## src/rtl/mode7_raster_scan.sv

```systemverilog
// mode7_raster_scan: VGA raster timing generator for the Mode7 mapper.
// Drives screen (x, y) to the mapper and aligns its colour with sync/blank through
// a PIPE_LAT-stage pipeline onto RGB332 DAC pins. The per-frame transform parameters
// are shadowed and only reload at the start of vertical blank.
module mode7_raster_scan #(
  parameter int unsigned H_VIS    = 640,
  parameter int unsigned H_FP     = 16,
  parameter int unsigned H_SYNC   = 96,
  parameter int unsigned H_BP     = 48,
  parameter int unsigned V_VIS    = 480,
  parameter int unsigned V_FP     = 10,
  parameter int unsigned V_SYNC   = 2,
  parameter int unsigned V_BP     = 33,
  parameter int unsigned PIPE_LAT = 2
) (
  input  logic        clk,
  input  logic        rst,
  input  logic        pix_ce,
  input  logic [7:0]  color_in,
  input  logic [9:0]  angle_in,
  input  logic [23:0] scalex_in,
  input  logic [23:0] scaley_in,
  input  logic [15:0] originx_in,
  input  logic [15:0] originy_in,
  input  logic [15:0] offsetx_in,
  input  logic [15:0] offsety_in,
  output logic [15:0] x,
  output logic [15:0] y,
  output logic [9:0]  angle,
  output logic [23:0] scalex,
  output logic [23:0] scaley,
  output logic [15:0] originx,
  output logic [15:0] originy,
  output logic [15:0] offsetx,
  output logic [15:0] offsety,
  output logic        hsync,
  output logic        vsync,
  output logic [2:0]  vga_r,
  output logic [2:0]  vga_g,
  output logic [1:0]  vga_b,
  output logic        frame_start
);

  localparam int unsigned H_TOT  = H_VIS + H_FP + H_SYNC + H_BP;
  localparam int unsigned V_TOT  = V_VIS + V_FP + V_SYNC + V_BP;
  localparam int unsigned HW     = $clog2(H_TOT);
  localparam int unsigned VW     = $clog2(V_TOT);
  localparam int unsigned H_SS   = H_VIS + H_FP;
  localparam int unsigned H_SE   = H_SS + H_SYNC;
  localparam int unsigned V_SS   = V_VIS + V_FP;
  localparam int unsigned V_SE   = V_SS + V_SYNC;
  localparam int unsigned LAST   = PIPE_LAT - 1;
  localparam logic [23:0] ONE_88 = 24'h000100;

  // Colour is blanked before entering the pipeline, so no separate active bit is carried.
  typedef struct packed {
    logic [7:0] color;
    logic       hs_n;
    logic       vs_n;
  } pix_t;

  localparam pix_t PIX_IDLE = '{color: 8'd0, hs_n: 1'b1, vs_n: 1'b1};

  logic [HW-1:0] h;
  logic [VW-1:0] v;
  logic          h_last;
  logic          v_last;
  logic          shadow_load;
  pix_t          raw;
  pix_t          pipe [PIPE_LAT];

  // Raw timing decode at the current counter position
  always_comb begin
    raw       = PIX_IDLE;
    raw.color = (h < HW'(H_VIS) && v < VW'(V_VIS)) ? color_in : 8'd0;
    raw.hs_n  = !(h >= HW'(H_SS) && h < HW'(H_SE));
    raw.vs_n  = !(v >= VW'(V_SS) && v < VW'(V_SE));
  end

  assign h_last      = (h == HW'(H_TOT - 1));
  assign v_last      = (v == VW'(V_TOT - 1));
  assign shadow_load = (h == '0) && (v == VW'(V_VIS));

  // Counters, alignment pipeline, parameter shadows and frame pulse
  always_ff @(posedge clk) begin
    if (rst) begin
      h           <= '0;
      v           <= '0;
      frame_start <= 1'b0;
      for (int i = 0; i < int'(PIPE_LAT); i++) pipe[i] <= PIX_IDLE;
      angle       <= 10'd0;
      scalex      <= ONE_88;
      scaley      <= ONE_88;
      originx     <= 16'd0;
      originy     <= 16'd0;
      offsetx     <= 16'd0;
      offsety     <= 16'd0;
    end else begin
      frame_start <= 1'b0;
      if (pix_ce) begin
        frame_start <= h_last && v_last;
        pipe[0]     <= raw;
        for (int i = 1; i < int'(PIPE_LAT); i++) pipe[i] <= pipe[i-1];
        if (shadow_load) begin
          angle   <= angle_in;
          scalex  <= scalex_in;
          scaley  <= scaley_in;
          originx <= originx_in;
          originy <= originy_in;
          offsetx <= offsetx_in;
          offsety <= offsety_in;
        end
        if (h_last) begin
          h <= '0;
          v <= v_last ? '0 : v + 1'b1;
        end else begin
          h <= h + 1'b1;
        end
      end
    end
  end

  assign x     = 16'(h);
  assign y     = 16'(v);
  assign hsync = pipe[LAST].hs_n;
  assign vsync = pipe[LAST].vs_n;
  assign vga_r = pipe[LAST].color[7:5];
  assign vga_g = pipe[LAST].color[4:2];
  assign vga_b = pipe[LAST].color[1:0];

endmodule
```

## config.mk

```make
export PLATFORM = sky130hd
export DESIGN_NAME = mode7_raster_scan
export DESIGN_NICKNAME = d
export VERILOG_FILES = /design/src/rtl/mode7_raster_scan.sv
export SDC_FILE = /design/constraint.sdc
export NUM_CORES = 1
export LEC_CHECK = 0
export ABC_AREA = 0
export CAP_MARGIN = 10
export CORE_MARGIN = 4
export CORE_UTILIZATION = 42
export DETAILED_ROUTE_END_ITERATION = 6
export GPL_ROUTABILITY_DRIVEN = 0
export PLACE_DENSITY = 0.8
export SLEW_MARGIN = 10
export SYNTH_ARGS = -nofsm -noshare
export SYNTH_HDL_FRONTEND = slang
export SYNTH_SLANG_ARGS = --single-unit
```

## constraint.sdc

```tcl
create_clock -name clk -period 2.3 [get_ports clk]
set_clock_uncertainty 0.15 [all_clocks]
set_input_delay 0.46 -clock clk [delete_from_list [all_inputs] [get_ports clk]]
set_output_delay 0.46 -clock clk [all_outputs]
set_load 0.1 [all_outputs]
```

==> out/metrics.cfg, run 1 <==
[run]
maxCapViolations=0

[timing]
setup_viol=0
final.setup.worst_slack_ps=160
slew_headroom=0.593
period_needed_ps=2140
final.setup.tns_ps=0
slew_violations=0
hold_viol_final=0
fmax_mhz=467
rsz0062_at_grt=false
fin_crit_sh=0.931
worstMarginPinSlew_ps=610

[clocking]
cts_buffer_depth=2
cts_tree=built
post_cts_buffers=0
cts_buffers=17
cts_resized=0
clkLatencyLatePin_ps=420
htree_levels=4
ctsHoldBuffers=0
cts_root_buffer=clkbuf_16
clock-sinks=163
clk_pin_slew_ps=70

[final_layout]
final_cell_mix=buf_4, clkdlybuf4s50_1, nand3_1
stdcell_area_um2=9990
fillCellCount=1342
multi_input_area_um2=2730
drive_gt1_frac=0.234
ff_latch_area_um2=3480
layout_commonest_cell=buf_4
syn_to_final_growth_pct=47.1
num_antenna_cells=0
nets=1149

[floorplan]
core_area_um2=15900
die_x_um=135
ios=298
die_h_um=135
initial_core_util=0.428
row_count=46
die_area_um2=18300

[synth]
syn_area_um2=6790
synth_simple_gate_area_frac=0.181
async_reset_ff_frac=0
ys_types=44
syn_inst=759
yosys_register_bits=163
yosysTopAreaCell=dfxtp_1
synth.area.top_cells=dfxtp_1, nand3_1, a21oi_1, edfxtp_1, o21ai_1
synth-adder-area-share=0.00737
ys_seq_area_frac=0.510
synth_compound_area_frac=0.192
ys.flop_type=dfxtp_1
muxShareOfSynthArea=0.00147
synth_edf_count=20
synth_area_per_cell_um2=8.95
synth-xor-area-share=0.0129
synth_top_family_by_area=compound AO/OA/AOI/OAI gates
synth_top_area_share=0.422
yosys_warnings=0

[grt]
grt_max_degree=121
grt_pass1_wl_um=31900
antenna_found_initial=0
grt_pass1_vias=6243
grtUsageTotal=0.214
overflow=0

[placement]
dpl_worst_slack_ps=-58.3
dp_hpwl_um=14000
port_buffers=285
postPlaceCellArea_um2=9390

[critical_path]
worstSetupStartpointType=register
crit_family=simple AND/OR/NAND/NOR gates
critPathArrivalTime_ps=2290
path_cells=inv_1 -> ha_1 -> nor4bb_1 -> nand4_1 -> buf_4 -> o21ai_1 -> a21oi_1
reg2regPathDepth=7
critical-path-slowest-cell=nor4bb_1
crit_buf_inv=2
path_class=reg -> reg
r2r_setup_slack_ps=160
required_ps=2450
worst_setup_path_end_kind=register
reg2reg_from=v[0]
r2r-end=scaley[22]
cp_max_fo=53
slowest_delay_ps=370

[power_and_ir_drop]
ir_drop_mv=0.438
powerDensity_nw_per_um2=661
power.total_uw=6600
p_leak_uw=0.00376

[status]
violations=design-rule violations
status=finished, violations left

[detailed_routing]
detail-route-antenna-nets=0
drc=4
drt_iter0_drc=391
via_count=6593
wl_per_cell_um=16.7
wl_um=20800
drtPass1Iterations=7
via_per_inst=5.31

[worst_hold_path]
holdPathEnd=h[2]
hold_depth=2
hold_class=in -> reg
hold_start=rst

[worst register-to-register path, delay by kind of cell, from the launching register on]
family | cells | cell delay (ps)
AO/OA/AOI/OAI | 2 | 350
adder cells (fa/ha/maj) | 1 | 180
buffers and inverters | 2 | 420
flip-flops | 1 | 360
AND/OR/NAND/NOR | 2 | 550
[cell families (layout without fill, tap and decap cells)]
group	Yosys count	count (layout)
and+or+nand+nor	221	221
muxes	1	1
DFF	163	163
xor gates and xnor gates	10	10
adders and majority gates	4	4
buffers and inverters	102	357
AOI/OAI and AO/OA	257	257
other	1	12
[final cells by class]
class | instances | share of cell area
tap | 216 | 0.0271
multi-input combinational | 505 | 0.273
timing repair buffer | 318 | 0.288
clock buffer | 22 | 0.0475
clock inverter | 10 | 0.0124
inverter | 7 | 0.00263
sequential | 163 | 0.349
[metrics by stage]
step           cells  hold slack (ps)   util
6_report        1241              254  0.629
5_1_grt         1241              261  0.629
4_1_cts         1241              244  0.629
3_5_place_dp    1209              302  0.591
3_3_place_gp    1209              299  0.591
2_1_floorplan    770              327      -
[Yosys cell counts (2+ instances only)]
master	instances
and2_1	16
o21ai_0	24
and3_1	3
clkbuf_1	34
nor4bb_1	4
and4_1	2
buf_2	19
nand2b_1	3
buf_4	20
nor4_1	4
xor2_1	6
ha_1	4
nor2_1	13
nand2_1	11
o21ai_1	100
a21oi_1	125
nand4_1	11
xnor2_1	4
nand3_1	130
nor2b_1	2
dfxtp_1	143
a31oi_1	2
and4b_1	2
a211o_1	2
nor3_1	10
inv_1	7
nand3b_1	2
edfxtp_1	20
buf_6	21
[routing by layer]
| layer | GRT usage | routed length, um |
|---|---|---|
| met1 | 0.266 | 8550 |
| met2 | 0.348 | 9970 |
| met3 | 0.0765 | 1810 |
| met4 | 0.0728 | 458 |
| met5 | 0 | 0 |
[flip-flops by register name (all words and copies together), names as in the netlist]
name,count
originy,16
offsety,16
offsetx,16
scalex,24
originx,16
pipe,20
scaley,24
v,10
h,10
angle,10
frame_start,1
[how the worst max path moves through the flow]
stage | from | slack (ps) | end | cells past startpoint
finish | v[0] | 160 | scaley[22] | 7
global route | v[0] | 50 | scaley[2] | 7
CTS | v[0] | 180 | originy[10] | 8
detailed placement | pix_ce | -60 | offsetx[5] | 7
global placement | pix_ce | -10 | scalex[8] | 6
floorplan | v[4] | 4 | v[9] | 4
[where the power goes]
part	switching [uW]	internal, uW
Clock	1190	1700
Sequential	14.3	2910
Combinational	483	318
Note: power is estimated with default switching activity, not from simulation.
==> run 2, diff against run 1 <==
- SKIP_LAST_GASP: unset -> 1
==> results of run 2 <==
No change in the layout: final DEF, timing and power equal those of run 1.
